===== config.mk =====
export PLATFORM = sky130hd
export DESIGN_NAME = imem_line_server
export DESIGN_NICKNAME = d
export VERILOG_FILES = /design/src/rtl/imem_line_server_pkg.sv /design/src/rtl/imem_line_store.sv /design/src/rtl/imem_line_server.sv
export SDC_FILE = /design/constraint.sdc
export NUM_CORES = 1
export LEC_CHECK = 0
export CORE_UTILIZATION = 35
export DETAILED_ROUTE_END_ITERATION = 8
export PLACE_DENSITY = 0.58
export SLEW_MARGIN = 15
export SYNTH_ARGS = -nofsm -noshare
export SYNTH_HDL_FRONTEND = slang
export SYNTH_SLANG_ARGS = --single-unit

===== constraint.sdc =====
create_clock -name clk -period 19 [get_ports clk]
set_input_delay 3.8 -clock clk [delete_from_list [all_inputs] [get_ports clk]]
set_output_delay 3.8 -clock clk [all_outputs]
set_load 0.01 [all_outputs]

===== src/rtl/imem_line_server_pkg.sv =====
// Shared constants, FSM encoding and address helper for the instruction line server.
package imem_line_server_pkg;

  localparam int ADDR_LEN        = 32;
  localparam int INSN_LEN        = 32;
  localparam int IMEM_LINE_BYTES = 16;
  localparam int IMEM_BEATS      = 4;

  typedef enum logic {
    IMEM_IDLE = 1'b0,
    IMEM_FILL = 1'b1
  } imem_state_e;

  // Word address of one beat within a line: {line, beat, byte offset 0}.
  function automatic logic [ADDR_LEN-1:0] beat_addr(input logic [ADDR_LEN-5:0] line,
                                                    input logic [1:0] beat);
    return {line, beat, 2'b00};
  endfunction

endpackage


===== src/rtl/imem_line_store.sv =====
// Direct-mapped line storage: LINES x (tag, 128-bit data) with per-line valid bits,
// a combinational lookup port, one write port and a clear-all of the valid bits.
module imem_line_store
  import imem_line_server_pkg::*;
#(
  parameter int LINES = 4,
  parameter int IDX_W = $clog2(LINES),
  parameter int TAG_W = ADDR_LEN - 4 - IDX_W
) (
  input  logic                  clk,
  input  logic                  clear,
  input  logic [IDX_W-1:0]      rd_idx,
  input  logic [TAG_W-1:0]      rd_tag,
  output logic                  rd_hit,
  output logic [4*INSN_LEN-1:0] rd_data,
  input  logic                  wr_en,
  input  logic [IDX_W-1:0]      wr_idx,
  input  logic [TAG_W-1:0]      wr_tag,
  input  logic [4*INSN_LEN-1:0] wr_data,
  input  logic                  wr_valid
);

  logic [LINES-1:0]      valid_reg;
  logic [TAG_W-1:0]      tag_mem  [LINES];
  logic [4*INSN_LEN-1:0] data_mem [LINES];

  // Clear-all takes priority so a flush on the completing write leaves the line invalid.
  always_ff @(posedge clk) begin
    if (clear) begin
      valid_reg <= '0;
    end else if (wr_en) begin
      valid_reg[wr_idx] <= wr_valid;
    end
  end

  always_ff @(posedge clk) begin
    if (wr_en) begin
      tag_mem[wr_idx]  <= wr_tag;
      data_mem[wr_idx] <= wr_data;
    end
  end

  assign rd_hit  = valid_reg[rd_idx] && (tag_mem[rd_idx] == rd_tag);
  assign rd_data = data_mem[rd_idx];

endmodule


===== src/rtl/imem_line_server.sv =====
// Fetch-side line server: same-cycle hits from a direct-mapped line buffer, 4-beat refill
// over a 32-bit req/ack bus on a miss. Optional hit/miss counters under IMEM_STATS_EN.
module imem_line_server
  import imem_line_server_pkg::*;
#(
  parameter int LINES = 4
) (
  input  logic                  clk,
  input  logic                  reset,
  input  logic [ADDR_LEN-1:0]   pc,
  input  logic                  flush,
  output logic [4*INSN_LEN-1:0] idata,
  output logic                  idata_valid,
  output logic                  stall,
  output logic                  mem_req,
  output logic [ADDR_LEN-1:0]   mem_addr,
  input  logic                  mem_ack,
  input  logic [INSN_LEN-1:0]   mem_rdata
`ifdef IMEM_STATS_EN
  ,
  output logic [31:0]           hit_cnt,
  output logic [31:0]           miss_cnt
`endif
);

  localparam int IDX_W = $clog2(LINES);
  localparam int TAG_W = ADDR_LEN - 4 - IDX_W;

  imem_state_e           state_reg;
  logic [1:0]            beat_reg;
  logic [ADDR_LEN-5:0]   line_reg;
  logic                  kill_reg;
  logic [INSN_LEN-1:0]   word_reg [3];

  logic                  hit;
  logic [4*INSN_LEN-1:0] rd_data;
  logic [4*INSN_LEN-1:0] wr_data;
  logic                  wr_en;
  logic                  ack_ok;
  logic                  unused_pc_bits;

  assign unused_pc_bits = ^pc[3:0];
  assign ack_ok = mem_req && mem_ack;
  assign wr_en  = (state_reg == IMEM_FILL) && ack_ok && (beat_reg == 2'd3);

  // The last beat goes straight from the bus into the store, so only three words are held.
  for (genvar gi = 0; gi < IMEM_BEATS; gi++) begin : g_line
    if (gi == IMEM_BEATS - 1) begin : g_last
      assign wr_data[INSN_LEN*gi +: INSN_LEN] = mem_rdata;
    end else begin : g_held
      assign wr_data[INSN_LEN*gi +: INSN_LEN] = word_reg[gi];
    end
  end

  imem_line_store #(
    .LINES (LINES),
    .IDX_W (IDX_W),
    .TAG_W (TAG_W)
  ) u_store (
    .clk      (clk),
    .clear    (reset || flush),
    .rd_idx   (pc[4 +: IDX_W]),
    .rd_tag   (pc[ADDR_LEN-1:4+IDX_W]),
    .rd_hit   (hit),
    .rd_data  (rd_data),
    .wr_en    (wr_en),
    .wr_idx   (line_reg[IDX_W-1:0]),
    .wr_tag   (line_reg[ADDR_LEN-5:IDX_W]),
    .wr_data  (wr_data),
    .wr_valid (!kill_reg && !flush)
  );

  assign idata_valid = (state_reg == IMEM_IDLE) && hit && !reset;
  assign stall       = !idata_valid;
  assign idata       = idata_valid ? rd_data : '0;

  always_ff @(posedge clk) begin
    if (reset) begin
      state_reg <= IMEM_IDLE;
      beat_reg  <= 2'd0;
      mem_req   <= 1'b0;
      mem_addr  <= '0;
      kill_reg  <= 1'b0;
    end else begin
      case (state_reg)
        IMEM_IDLE: begin
          if (!hit) begin
            state_reg <= IMEM_FILL;
            line_reg  <= pc[ADDR_LEN-1:4];
            beat_reg  <= 2'd0;
            mem_req   <= 1'b1;
            mem_addr  <= beat_addr(pc[ADDR_LEN-1:4], 2'd0);
            kill_reg  <= 1'b0;
          end
        end
        IMEM_FILL: begin
          // A flush mid-fill cannot abort the bus transfer; it only withholds validation.
          if (flush) kill_reg <= 1'b1;
          if (ack_ok) begin
            for (int i = 0; i < 3; i++) begin
              if (beat_reg == 2'(i)) word_reg[i] <= mem_rdata;
            end
            beat_reg <= beat_reg + 2'd1;
            mem_addr <= beat_addr(line_reg, beat_reg + 2'd1);
            if (beat_reg == 2'd3) begin
              state_reg <= IMEM_IDLE;
              mem_req   <= 1'b0;
              kill_reg  <= 1'b0;
            end
          end
        end
        default: state_reg <= IMEM_IDLE;
      endcase
    end
  end

`ifdef IMEM_STATS_EN
  always_ff @(posedge clk) begin
    if (reset) begin
      hit_cnt  <= '0;
      miss_cnt <= '0;
    end else begin
      if (idata_valid) hit_cnt <= hit_cnt + 32'd1;
      if ((state_reg == IMEM_IDLE) && !hit) miss_cnt <= miss_cnt + 32'd1;
    end
  end
`endif

endmodule


==> flow_metrics.py <==
metrics = {
    "outcome": {
        "result_of_the_run": "complete, no violations",
    },
    "worst_hold_path": {
        "min_to": "u_store.data_mem[0][43]",
        "hp-start": "word_reg[0][43]",
        "hold_path_class": "register to register",
        "hold_critical_path_depth": 0,
    },
    "place": {
        "buffer_ports.inserted": 224,
        "post_placement_cell_area_um2": 33770,
        "place_hpwl_mm": 33.98,
        "preCtsSetupSlack_ns": 6.197,
        "place.gp.congestion": 0.7356,
        "placed_cells_incl_taps": 2762,
    },
    "synth": {
        "mux_cell_area_share_after_synthesis": 0.1151,
        "synth-compound-area-share": 0.02328,
        "synth_sequential_area_ratio": 0.7563,
        "synth_fa_ha_area_frac": 0.001648,
        "synth.area.top_cells": "sky130_fd_sc_hd__edfxtp_1, sky130_fd_sc_hd__mux4_2, sky130_fd_sc_hd__nor2b_4",
        "ys_async_sr_fraction": 0,
        "dominant_combinational_cell_family_by_area_after_synthesis": "multiplexers",
        "average_size_of_a_mapped_cell_um2": 20.97,
        "synthesis.yosys.warnings": 0,
        "synth.top_cell.area_share": 0.7319,
        "area_share_of_and_or_nand_nor_cells_after_synthesis": 0.07933,
        "xor_xnor_portion_of_the_synthesized_cell_area": 0.006511,
        "netlist-cell-type-count": 56,
        "synth.largest_area_cell": "sky130_fd_sc_hd__edfxtp_1",
        "cell_area_after_synthesis_um2": 30360,
        "synthesis.instances": 1448,
        "most_common_flop_cell_mapped_by_yosys": "sky130_fd_sc_hd__edfxtp_1",
        "synth_enable_flop_cells": 740,
        "ys_seq_elements": 777,
    },
    "drt": {
        "drt_drc_violations_left": 0,
        "detail-route-antenna-nets": 0,
        "detail_route.vias_per_cell": 4.919,
        "totalWireLength_mm": 64.16,
        "detail_route.wl_per_cell_um": 21.97,
        "via_count": 14370,
        "first_iter_violations": 818,
        "drt_pre_antenna_iters": 5,
    },
    "sta": {
        "final_min_period_over_clock_period": 0.6661,
        "rsz0062_at_grt": "false",
        "tightest_slew_ns": 1.150,
        "slew-limit-headroom": 0.2300,
        "final-setup-viol-count": 0,
        "min_period_ns": 12.66,
        "fin_hold_ws_ns": 0.4880,
        "fmax_mhz": 79.02,
        "finalClockSkew_ns": 0.01983,
        "final_slew_viol_count": 0,
        "worst_slack_ns": 6.345,
        "final-hold-violation-count": 0,
        "tns_ns": 0,
    },
    "finish": {
        "post_layout_nonfiller_instances": 2921,
        "mostFrequentLayoutCell": "sky130_fd_sc_hd__edfxtp_1",
        "max_reg_flops": 512,
        "final_design_area_no_fill_um2": 36680,
        "fin_nets": 1779,
        "layout-area-overhead-vs-synth_pct": 20.81,
        "share_of_cells_above_drive_strength_1": 0.2338,
        "mostFrequentLayoutCells": "sky130_fd_sc_hd__edfxtp_1, sky130_fd_sc_hd__clkdlybuf4s50_1, sky130_fd_sc_hd__mux4_2",
    },
    "setup_path": {
        "worst_r2r_endpoint": "u_store.data_mem[3][67]",
        "start_kind": "input pin",
        "timing.reg2reg.worst_path_depth": 4,
        "worst-endpoint-required_ns": 15.20,
        "critical_path_peak_fanout": 64,
        "worst-setup-path-type": "input pin to output port",
        "setup.worst_path.end_class": "output port",
        "worstReg2RegStart": "state_reg",
        "r2r_setup_slack_ns": 14.62,
        "timing.critical_path.arrival_ns": 8.86,
    },
    "job": {
        "max_cap_viol_count": 0,
    },
    "pwr": {
        "power.density_nw_per_um2": 100.7,
        "vdd.ir_drop.worst_uv": 69.89,
        "power_leakage_uw": 0.01174,
    },
    "cts": {
        "clock_insertion_delay_worst_skew_ns": 0.64,
        "cts_hold_buffers": 0,
        "cts-root-to-sink-buffers": 3,
        "postCtsSetupBuffers": 0,
        "tritoncts.num_buffers": 87,
        "total_number_of_clock_tree_sinks": 777,
        "worst_setup_hold_path_clk_slew_ns": 0.05,
        "ctsResizeCount": 0,
        "clock_tree_from_tritoncts": "done",
        "cts_root_buf": "sky130_fd_sc_hd__clkbuf_16",
        "htree_num_levels": 3,
    },
    "global_routing": {
        "grt_pass1_wl_mm": 95.95,
        "global_routing_usage_summed_across_all_routing_layers": 0.1473,
        "grt_antenna_before_repair": 2,
        "grt_max_degree": 147,
        "first_global_vias": 15510,
        "residual_overflow_from_global_routing": 0,
    },
    "floorplanning": {
        "start_util": 0.3549,
        "design.die.area_um2": 87930,
        "die_height_um": 296.5,
        "placementRows": 107,
        "die_w_um": 296.5,
        "floorplan.io_pins": 231,
        "floorplan.core_area_um2": 85550,
    },
}
## synth_stat cells (3+ instances only)
master and number:
sky130_fd_sc_hd__xnor2_1 16, sky130_fd_sc_hd__nor2b_1 30, sky130_fd_sc_hd__o221a_1 25, sky130_fd_sc_hd__nand4_1 9, sky130_fd_sc_hd__nand3_1 3, sky130_fd_sc_hd__dfxtp_1 37, sky130_fd_sc_hd__nor2b_4 98, sky130_fd_sc_hd__a31oi_1 28
sky130_fd_sc_hd__a211oi_1 3, sky130_fd_sc_hd__inv_1 8, sky130_fd_sc_hd__ha_1 4, sky130_fd_sc_hd__mux2i_1 23, sky130_fd_sc_hd__buf_12 10, sky130_fd_sc_hd__mux4_2 145, sky130_fd_sc_hd__nand2_1 114, sky130_fd_sc_hd__edfxtp_1 740
sky130_fd_sc_hd__clkbuf_1 51, sky130_fd_sc_hd__nor2_1 5, sky130_fd_sc_hd__and2_1 29, sky130_fd_sc_hd__and3_1 7, sky130_fd_sc_hd__nor3_1 6, sky130_fd_sc_hd__xnor2_2 3, sky130_fd_sc_hd__buf_4 6, sky130_fd_sc_hd__buf_6 5
## per-layer routing
metal / GRT usage / routed length (um) / vias up
li1: - / - / 6342
met1: 0.1900 / 27640 / 7598
met2: 0.2476 / 31850 / 344
met3: 0.03280 / 3504 / 81
met4: 0.04526 / 1151 / 4
met5: 0 / 23 / -
## area by class of cell
type	instances	area [um2]
Antenna cell	2	5.005
Timing Repair Buffer	243	2441
Inverter	9	33.78
Tap cell	1144	1431
Clock buffer	98	2218
Multi-Input combinational cell	589	6905
Sequential cell	777	22960
Clock inverter	59	681.9
Fill cell	7363	48870
## logic make-up after synthesis
logic type                 count (synthesis)
adders and majority gates                  4
DFF                                      777
muxes                                    168
other                                      1
and+or+nand+nor                          310
AOI/OAI and AO/OA                         85
buffers and inverters                     83
xor gates and xnor gates                  20
## power breakdown
group / internal, uW / leakage [uW] / switching [uW]
Clock: 1000 / 0.00142 / 687
Combinational: 66.6 / 0.00336 / 63.6
Sequential: 1870 / 0.00696 / 7.35
Total: 2940 / 0.0117 / 758
## worst max path at each step
| stage | to | startpoint | slack [ns] | cells after the start |
|---|---|---|---|---|
| final | idata[15] | pc[5] | 6.34 | 10 |
| after global routing | idata[10] | pc[4] | 6.04 | 11 |
| after CTS | idata[15] | pc[5] | 6.19 | 10 |
| after detailed placement | idata[18] | pc[5] | 6.20 | 10 |
| after global placement | idata[15] | pc[5] | 6.22 | 10 |
| after floorplan | u_store.valid_reg[1] | mem_ack | 2.41 | 6 |
## per-stage QoR
step,power [uW],util
global placement,2042,0.3948
floorplan,1991,-
global route,3815,0.4287
detailed placement,2044,0.3948
finish,3693,0.4288
CTS,3744,0.4287
## worst max-delay path, cell delays in order
cell	delay, ns
sky130_fd_sc_hd__buf_6	0.44
sky130_fd_sc_hd__buf_4	0.90
sky130_fd_sc_hd__mux4_2	0.43
sky130_fd_sc_hd__xnor2_1	0.29
sky130_fd_sc_hd__nand4_1	0.22
sky130_fd_sc_hd__nor4_4	0.43
sky130_fd_sc_hd__nand4_4	0.57
sky130_fd_sc_hd__buf_4	0.64
sky130_fd_sc_hd__nor2b_1	0.32
sky130_fd_sc_hd__clkdlybuf4s50_1	0.58
(Power assumes the default switching activity.)
